**config.mk**
```make
export PLATFORM = sky130hd
export DESIGN_NAME = uart_word_loader
export DESIGN_NICKNAME = d
export VERILOG_FILES = /design/src/rtl/uart_pkg.sv /design/src/rtl/uart_rx_core.sv /design/src/rtl/uart_word_loader.sv
export SDC_FILE = /design/constraint.sdc
export NUM_CORES = 1
export LEC_CHECK = 0
export BUFFER_PORTS_ARGS = -buffer_cell sky130_fd_sc_hd__buf_2
export CAP_MARGIN = 20
export CORE_MARGIN = 2
export CORE_UTILIZATION = 52
export DETAILED_ROUTE_END_ITERATION = 10
export PLACE_DENSITY_LB_ADDON = 0.05
export SYNTH_ARGS = -nofsm -noshare
export SYNTH_HDL_FRONTEND = slang
export SYNTH_HIERARCHICAL = 1
export SYNTH_SLANG_ARGS = --single-unit
export TNS_END_PERCENT = 100
```
**constraint.sdc**
```tcl
create_clock -name clk -period 3.8 [get_ports clk]
set_clock_uncertainty 0.05 [all_clocks]
set_input_delay 1.14 -clock clk [delete_from_list [all_inputs] [get_ports clk]]
set_output_delay 1.14 -clock clk [all_outputs]
set_load 0.05 [all_outputs]
```
**src/rtl/uart_pkg.sv**
```systemverilog
// Package: uart_pkg
// Shared constants and the state encoding used by the UART receiver and
// by the optional echo transmitter in uart_word_loader.
package uart_pkg;

  localparam int UART_DATA_BITS = 8;

  typedef enum logic [1:0] {
    IDLE  = 2'd0,
    START = 2'd1,
    DATA  = 2'd2,
    STOP  = 2'd3
  } uart_state_e;

endpackage : uart_pkg

```
**src/rtl/uart_rx_core.sv**
```systemverilog
// Module: uart_rx_core
// 8N1 UART receiver. The raw line passes a 2-flop synchroniser, then an
// IDLE/START/DATA/STOP FSM samples it mid-bit.
// Ports:
//   clk, rst   - clock, asynchronous active-high reset
//   serial_in  - RX line, idle high, asynchronous to clk
//   byte_ok    - one-cycle strobe: stop bit sampled high, byte_data is good
//   byte_err   - one-cycle strobe: stop bit sampled low (framing error)
//   byte_data  - received byte (valid while byte_ok is high)
module uart_rx_core
  import uart_pkg::*;
#(
  parameter int CLKS_PER_BIT = 868
) (
  input  logic       clk,
  input  logic       rst,
  input  logic       serial_in,
  output logic       byte_ok,
  output logic       byte_err,
  output logic [7:0] byte_data
);

  localparam int CW = $clog2(CLKS_PER_BIT);
  localparam logic [CW-1:0] BIT_END  = CW'(CLKS_PER_BIT - 1);
  localparam logic [CW-1:0] HALF_END = CW'(CLKS_PER_BIT / 2 - 1);
  localparam logic [2:0]    LAST_BIT = 3'(UART_DATA_BITS - 1);

  logic        sync1_q, sync2_q, prev_q;
  uart_state_e state_q, state_d;
  logic [CW-1:0] cnt_q, cnt_d;
  logic [2:0]  bit_q, bit_d;
  logic [7:0]  shreg_q, shreg_d;

  always_ff @(posedge clk or posedge rst) begin
    if (rst) begin
      sync1_q <= 1'b1;
      sync2_q <= 1'b1;
      prev_q  <= 1'b1;
      state_q <= IDLE;
      cnt_q   <= '0;
      bit_q   <= '0;
      shreg_q <= '0;
    end else begin
      sync1_q <= serial_in;
      sync2_q <= sync1_q;
      prev_q  <= sync2_q;
      state_q <= state_d;
      cnt_q   <= cnt_d;
      bit_q   <= bit_d;
      shreg_q <= shreg_d;
    end
  end

  always_comb begin
    state_d  = state_q;
    cnt_d    = cnt_q;
    bit_d    = bit_q;
    shreg_d  = shreg_q;
    byte_ok  = 1'b0;
    byte_err = 1'b0;
    case (state_q)
      IDLE: begin
        // Start on a falling edge, not a low level, so a line still held low
        // after a framing error does not retrigger immediately.
        if (prev_q && !sync2_q) begin
          state_d = START;
          cnt_d   = '0;
        end
      end
      START: begin
        if (cnt_q == HALF_END) begin
          cnt_d = '0;
          bit_d = '0;
          state_d = sync2_q ? IDLE : DATA;  // high at mid start bit = glitch
        end else begin
          cnt_d = cnt_q + 1'b1;
        end
      end
      DATA: begin
        if (cnt_q == BIT_END) begin
          cnt_d   = '0;
          shreg_d = {sync2_q, shreg_q[7:1]};  // LSB arrives first
          if (bit_q == LAST_BIT) state_d = STOP;
          else                   bit_d   = bit_q + 1'b1;
        end else begin
          cnt_d = cnt_q + 1'b1;
        end
      end
      STOP: begin
        if (cnt_q == BIT_END) begin
          byte_ok  = sync2_q;
          byte_err = !sync2_q;
          cnt_d    = '0;
          state_d  = IDLE;
        end else begin
          cnt_d = cnt_q + 1'b1;
        end
      end
      default: state_d = IDLE;
    endcase
  end

  assign byte_data = shreg_q;

endmodule : uart_rx_core

```
**src/rtl/uart_word_loader.sv**
```systemverilog
// Module: uart_word_loader
// Receives 8N1 UART bytes, packs them little-endian into DATA_WIDTH words and
// writes each completed word to a RAM write port at an auto-incrementing address.
// Ports:
//   clk, rst            - clock, asynchronous active-high reset
//   serial_in           - UART RX line
//   set_addr/start_addr - load write address and discard any partial word
//   wr_en/wr_addr/wr_data - RAM write port (wr_addr/wr_data hold between writes)
//   last_byte/byte_valid  - most recent good byte and its one-cycle strobe
//   frame_err/err_clr     - sticky framing-error flag and its clear
//   serial_out          - UART TX line
// Build option: define UART_ECHO_EN to retransmit each good byte on serial_out;
// otherwise serial_out is tied high.
module uart_word_loader
  import uart_pkg::*;
#(
  parameter int CLKS_PER_BIT = 868,
  parameter int DATA_WIDTH   = 32,
  parameter int ADDR_WIDTH   = 12
) (
  input  logic                  clk,
  input  logic                  rst,
  input  logic                  serial_in,
  input  logic                  set_addr,
  input  logic [ADDR_WIDTH-1:0] start_addr,
  output logic                  wr_en,
  output logic [ADDR_WIDTH-1:0] wr_addr,
  output logic [DATA_WIDTH-1:0] wr_data,
  output logic [7:0]            last_byte,
  output logic                  byte_valid,
  output logic                  frame_err,
  input  logic                  err_clr,
  output logic                  serial_out
);

  localparam int BYTES = DATA_WIDTH / 8;
  localparam int IDXW  = (BYTES > 1) ? $clog2(BYTES) : 1;
  localparam logic [IDXW-1:0] LAST_IDX = IDXW'(BYTES - 1);

  logic       rx_ok, rx_err;
  logic [7:0] rx_data;

  uart_rx_core #(.CLKS_PER_BIT(CLKS_PER_BIT)) u_rx (
    .clk       (clk),
    .rst       (rst),
    .serial_in (serial_in),
    .byte_ok   (rx_ok),
    .byte_err  (rx_err),
    .byte_data (rx_data)
  );

  logic [IDXW-1:0]       idx_q, idx_d;
  logic [ADDR_WIDTH-1:0] addr_q, addr_d;
  logic [DATA_WIDTH-1:0] word_q, word_d, word_asm;
  logic                  wr_en_q, wr_en_d;
  logic [ADDR_WIDTH-1:0] wr_addr_q, wr_addr_d;
  logic [DATA_WIDTH-1:0] wr_data_q, wr_data_d;
  logic [7:0]            last_byte_q, last_byte_d;
  logic                  byte_valid_q, byte_valid_d;
  logic                  frame_err_q, frame_err_d;

  always_ff @(posedge clk or posedge rst) begin
    if (rst) begin
      idx_q        <= '0;
      addr_q       <= '0;
      word_q       <= '0;
      wr_en_q      <= 1'b0;
      wr_addr_q    <= '0;
      wr_data_q    <= '0;
      last_byte_q  <= '0;
      byte_valid_q <= 1'b0;
      frame_err_q  <= 1'b0;
    end else begin
      idx_q        <= idx_d;
      addr_q       <= addr_d;
      word_q       <= word_d;
      wr_en_q      <= wr_en_d;
      wr_addr_q    <= wr_addr_d;
      wr_data_q    <= wr_data_d;
      last_byte_q  <= last_byte_d;
      byte_valid_q <= byte_valid_d;
      frame_err_q  <= frame_err_d;
    end
  end

  always_comb begin
    word_asm = word_q;
    word_asm[int'(idx_q) * 8 +: 8] = rx_data;

    idx_d        = idx_q;
    addr_d       = addr_q;
    word_d       = word_q;
    wr_en_d      = 1'b0;
    wr_addr_d    = wr_addr_q;
    wr_data_d    = wr_data_q;
    last_byte_d  = last_byte_q;
    byte_valid_d = 1'b0;
    // A new error wins over a simultaneous clear.
    frame_err_d  = rx_err ? 1'b1 : (err_clr ? 1'b0 : frame_err_q);

    if (rx_ok) begin
      byte_valid_d = 1'b1;
      last_byte_d  = rx_data;
      word_d       = word_asm;
      if (idx_q == LAST_IDX) begin
        wr_en_d   = 1'b1;
        wr_addr_d = addr_q;
        wr_data_d = word_asm;
        addr_d    = addr_q + 1'b1;  // natural wrap at 2^ADDR_WIDTH
        idx_d     = '0;
      end else begin
        idx_d = idx_q + 1'b1;
      end
    end

    // Applied last: a word completing this cycle has already been captured
    // at the old address above, and start_addr overrides the increment.
    if (set_addr) begin
      addr_d = start_addr;
      idx_d  = '0;
      word_d = '0;
    end
  end

  assign wr_en      = wr_en_q;
  assign wr_addr    = wr_addr_q;
  assign wr_data    = wr_data_q;
  assign last_byte  = last_byte_q;
  assign byte_valid = byte_valid_q;
  assign frame_err  = frame_err_q;

`ifdef UART_ECHO_EN
  localparam int TCW = $clog2(CLKS_PER_BIT);
  localparam logic [TCW-1:0] TX_BIT_END  = TCW'(CLKS_PER_BIT - 1);
  localparam logic [2:0]     TX_LAST_BIT = 3'(UART_DATA_BITS - 1);

  uart_state_e    tx_state_q, tx_state_d;
  logic [TCW-1:0] tx_cnt_q, tx_cnt_d;
  logic [2:0]     tx_bit_q, tx_bit_d;
  logic [7:0]     tx_shreg_q, tx_shreg_d;
  logic           tx_out_q, tx_out_d;

  always_ff @(posedge clk or posedge rst) begin
    if (rst) begin
      tx_state_q <= IDLE;
      tx_cnt_q   <= '0;
      tx_bit_q   <= '0;
      tx_shreg_q <= '0;
      tx_out_q   <= 1'b1;
    end else begin
      tx_state_q <= tx_state_d;
      tx_cnt_q   <= tx_cnt_d;
      tx_bit_q   <= tx_bit_d;
      tx_shreg_q <= tx_shreg_d;
      tx_out_q   <= tx_out_d;
    end
  end

  // tx_out_q is the line itself; each branch sets the level for the next bit.
  always_comb begin
    tx_state_d = tx_state_q;
    tx_cnt_d   = tx_cnt_q;
    tx_bit_d   = tx_bit_q;
    tx_shreg_d = tx_shreg_q;
    tx_out_d   = tx_out_q;
    if (tx_state_q != IDLE) tx_cnt_d = tx_cnt_q + 1'b1;
    case (tx_state_q)
      IDLE: begin
        // Bytes arriving while busy are simply not echoed.
        if (byte_valid_q) begin
          tx_state_d = START;
          tx_shreg_d = last_byte_q;
          tx_cnt_d   = '0;
          tx_out_d   = 1'b0;
        end
      end
      START: begin
        if (tx_cnt_q == TX_BIT_END) begin
          tx_state_d = DATA;
          tx_cnt_d   = '0;
          tx_bit_d   = '0;
          tx_out_d   = tx_shreg_q[0];
          tx_shreg_d = {1'b0, tx_shreg_q[7:1]};
        end
      end
      DATA: begin
        if (tx_cnt_q == TX_BIT_END) begin
          tx_cnt_d = '0;
          if (tx_bit_q == TX_LAST_BIT) begin
            tx_state_d = STOP;
            tx_out_d   = 1'b1;
          end else begin
            tx_bit_d   = tx_bit_q + 1'b1;
            tx_out_d   = tx_shreg_q[0];
            tx_shreg_d = {1'b0, tx_shreg_q[7:1]};
          end
        end
      end
      STOP: begin
        if (tx_cnt_q == TX_BIT_END) begin
          tx_state_d = IDLE;
          tx_cnt_d   = '0;
        end
      end
      default: tx_state_d = IDLE;
    endcase
  end

  assign serial_out = tx_out_q;
`else
  assign serial_out = 1'b1;
`endif

endmodule : uart_word_loader
```
Word level (Yosys, flattened, before mapping) --
Cells that the tools add are included.
Storage, ports and cells: flip-flop bits (word level) 127, latch bits 0, memory bits (writable) 0, bits in read-only memories 0, bits of input ports 17, memories kept 0
Operators by class: $add $sub $neg 5, multiply operators 0, div/mod/pow operators 0, $lt $le $gt $ge 0, equal/unequal tests 13, shift operators 2, multiplexer cells 33, bitwise logic cells 0, reductions and logical operators 13
Operator list (number):
- $mux W32 | 2
- $mux W12 | 3
- $neg A5 Y33 | 1
- $shift A8 B33 Y32 const A | 1
- $shiftx A8 B33 Y32 | 1
- $bwmux W32 | 1
- $mux W10 | 3
- $pmux W10 S3 | 1
- $mux W2 | 9
- $add A12 B1 Y12 const B | 1
- $add A10 B1 Y10 const B | 1
- $eq A10 B10 Y1 const B | 1
- $eq A10 B9 Y1 const B | 1
- $ne A2 B1 Y1 const B | 5
- $mux W1 | 9
- $mux W3 | 3
- $pmux W2 S4 | 1
- $reduce_bool A2 Y1 | 4
- $eq A2 B2 Y1 const B | 3
- $pmux W3 S2 | 1
- $reduce_and A2 Y1 | 3
- $reduce_and A5 Y1 | 1
- $reduce_and A4 Y1 | 1
- $add A3 B1 Y3 const B | 1
- other kinds (8) | 8

Depth between registers and ports, before layout --
depth in word-level cells 5, gate-level depth with buffers 10, depth with buffers taken out 9

By module --
Netlist, hierarchy kept.
By module, submodules not included:
- uart_word_loader | times used 1, cells each 433, area each 4568.1 sq um, sequential area each 2527.4 sq um
- uart_rx_core | times used 1, cells each 125, area each 1347.5 sq um, sequential area each 654.4 sq um

Worst setup path before layout --
No wires, ideal clock.
path kind register to register, start reg u_rx.cnt_q[0], end reg addr_q[9], data arrival time 2.368 ns, data required time 3.625 ns, path slack 1.257 ns, stages on the path, launching flop included 10, path buffers 1, clock period less this slack 2.543 ns, cell sequence dfrtp_1 > ha_1 > and4b_1 > nand4_4 > nor3_1 > nand2_1 > buf_2 > nor4_1 > xor2_1 > mux2_2
Between the ends: cells in the longest elaborated chain, start to end 5
RTL lines:
- from (decl) | line uart_rx_core.sv:30 | logic [CW-1:0] cnt_q, cnt_d;
- from (signal assigned) | line uart_rx_core.sv:48 | cnt_q <= cnt_d;
- $eq A10 B10 Y1 | line uart_rx_core.sv:90 | if (cnt_q == BIT_END) begin
- $mux W1 | line uart_rx_core.sv:90
- $mux W1 | line uart_rx_core.sv:61 | case (state_q)
- $reduce_bool A2 Y1 (no source line)
- $reduce_and A2 Y1 (no source line)
- to (signal assigned) | line uart_word_loader.sv:75 | addr_q <= addr_d;
- to (decl) | line uart_word_loader.sv:53 | logic [ADDR_WIDTH-1:0] addr_q, addr_d;
No other way between the ends. A chain may end at the register's enable or synchronous reset.

Worst setup path after layout --
start reg u_rx.cnt_q[0], end reg addr_q[2]
The elaborated chain is that of the path after synthesis.

==> impl_metrics.toml <==
[layout]
diodes = 0
layout-drive-gt1-share_pct = 23.81
mostFrequentLayoutCells = "dfrtp_1, buf_2, nand2_1"
final_common_cell = "dfrtp_1"
utilization_pct = 62.19
nets = 645
area_growth_pct = 15.46

[sta]
tightest_slew_ns = 0.9631
hold_viol = 0
slew_headroom_pct = 35.72
rsz0062_at_grt = "false"
maxSlewViolCount = 0
hold_slack_ns = 0.3071
setup_violations = 0
finalWorstSetupSlack_ns = 0.7606
fmax_mhz = 329.0
setup-tns-final_ns = 0
period_share_pct = 79.98
min_period_ns = 3.039

[detailed_routing]
firstDrtPassIters = 5
first_iter_violations = 189
ant_nets = 0
drc = 0
drt-total-wl_um = 12190
wl_per_cell_um = 15.84
vias = 4244
vias_per_cell = 5.512

[yosys]
yosys.area.top_type = "dfrtp_1"
syn_nets = 586
postSynth.asyncResetShare_pct = 100.0
synthFlopType = "dfrtp_1"
syn_area_per_cell_um2 = 10.60
yosysWarnings = 6
yosysTopAreaCellShare_pct = 52.45
netlist_area_um2 = 5916
synthTopCellsByArea = "dfrtp_1, a22oi_1, mux2_2, nand2_1, o21ai_0"
ys_ff_latch = 127
synth_cell_types = 55
seq_area_frac_synth_pct = 53.79
synth_edf_count = 0
syn-instance-count = 558

[power]
leakage_nw = 3.257
ir_drop_v = 0.0003004
powerDensity_nw_per_um2 = 447.5
p_total_mw = 3.057

[die]
placeableCoreArea_um2 = 10980
num_rows = 38
die_h_um = 110.7
ios = 73
start_util_pct = 53.86
die_x_um = 110.7
dieArea_um2 = 12250

[grt]
track_usage_pct = 21.16
grt_overflow = 0
grt_pass1_vias = 4145
grt_max_degree = 70
antenna_found_initial = 0
grt_pass1_wl_um = 20540

[clock_network]
cts.sinks = 127
htree_levels = 4
cts_max_path_buffers = 2
ctsHoldBuffers = 0
cts_inserted_buffers = 17
clkTransAtPathRegs_ns = 0.05
cts_tree = "done"
postCtsSetupBuffers = 0
cts-root-buf = "clkbuf_16"
clkLatencyLatePin_ns = 0.42
post_cts_resized = 0

[setup_path]
cp-start-kind = "register"
cp_slowest_cell = "inv_1"
crit_fanout = 36
worstSetupEndpointType = "register"
crit_buf_inv = 1
crit_type = "register to register"
cp.arrival_ns = 3.27
critical_path.max_stage_delay_ns = 0.55
cp_cell_sequence = "ha_1 -> and4b_1 -> nand4_4 -> nor3_2 -> nand2_2 -> inv_1 -> nand2_1 -> xor2_1 -> o21ai_0"
required_ns = 4.03
crit_family = "simple AND/OR/NAND/NOR gates"

[worst_hold_path]
hold_class = "register to register"

[run]
max_cap_violations = 0

[place]
hpwl_um = 8036
place.gp.congestion = 0.7955
io_buffers = 71
dpl_worst_slack_ns = 0.7402

[status]
status = "finished clean"
==> cell families (layout without fill, tap and decap cells) <==
family | count (synthesis) | count (layout) | synth area share (%)
other | 1 | 1 | 0.06339
adders and majority gates | 11 | 11 | 2.327
DFF | 127 | 127 | 53.79
AOI/OAI and AO/OA | 135 | 135 | 13.66
xor gates and xnor gates | 14 | 14 | 2.073
buffers and inverters | 51 | 123 | 4.018
muxes | 33 | 33 | 6.155
and+or+nand+nor | 186 | 186 | 17.91
==> layout make-up <==
class,instances,area [µm²]
fill,936,4153
sequential,127,3182
multi-input combinational,380,2504
clock buffer,30,494.2
timing repair buffer,76,405.4
tap,140,175.2
inverter,15,60.06
clock inverter,2,10.01
==> per-stage QoR <==
step / area [µm²] / instances
6_report: 6830 / 770
3_5_place_dp: 6326 / 738
3_3_place_gp: 6326 / 738
2_1_floorplan: 5919 / 558
4_1_cts: 6830 / 770
5_1_grt: 6830 / 770
==> state kept, by name (all words and copies together) (netlist names), named ones only <==
name	cells
idx_q	2
word_q	32
u_rx/prev_q	1
u_rx/sync2_q	1
u_rx/cnt_q	10
addr_q	12
byte_valid	1
last_byte	8
wr_addr	12
wr_en	1
u_rx/state_q	1
u_rx/bit_q	3
wr_data	32
u_rx/sync1_q	1
frame_err	1
u_rx/byte_data	8
==> final timing paths <==
path | start | endpoint | slack, ns | depth (start not counted)
worst max-delay path | u_rx/cnt_q[0] | addr_q[2] | 0.76 | 9
worst min-delay path | u_rx/sync1_q | u_rx/sync2_q | 0.31 | 0
worst max register to register | u_rx/cnt_q[0] | addr_q[2] | 0.76 | 9
worst min register to register | u_rx/sync1_q | u_rx/sync2_q | 0.31 | 0
max in group asynchronous | rst | word_q[2] | 2.10 | 3
min in group asynchronous | rst | last_byte[0] | 0.81 | 2
==> routing by layer <==
metal  vias to the layer above  GRT usage [%]  part of all wire (%)
met1                      2046          27.71                    46
met5                         -              0                     0
li1                       2076              -                     -
met3                        17          6.889                   5.3
met4                         0          8.167                   1.6
met2                       105          32.92                    48
==> Yosys cell counts (2+ instances only) <==
master and count:
a21oi_1 27, a22oi_1 38, a31oi_1 3, a41oi_1 3
and2_1 2, and2b_2 9, and3_1 4, and4bb_2 2
buf_2 6, buf_4 4, buf_6 3, clkbuf_1 22
dfrtp_1 124, dfstp_2 3, ha_1 11, inv_1 15
mux2_1 2, mux2_2 25, mux2i_1 6, nand2_1 68
nand3_1 9, nand4_1 6, nor2_1 38, nor2b_1 19
nor3_1 7, nor4_1 4, nor4b_4 2, o211ai_1 3
o21ai_0 46, o21ai_1 10, xnor2_1 8, xor2_1 6
==> power breakdown <==
part / switching [mW] / internal (mW) / leakage [nW]
Combinational: 0.105 / 0.0683 / 1.29
Clock: 0.540 / 0.865 / 0.245
Sequential: 0.0753 / 1.40 / 1.72
Note: power is estimated with default switching activity, not from simulation.
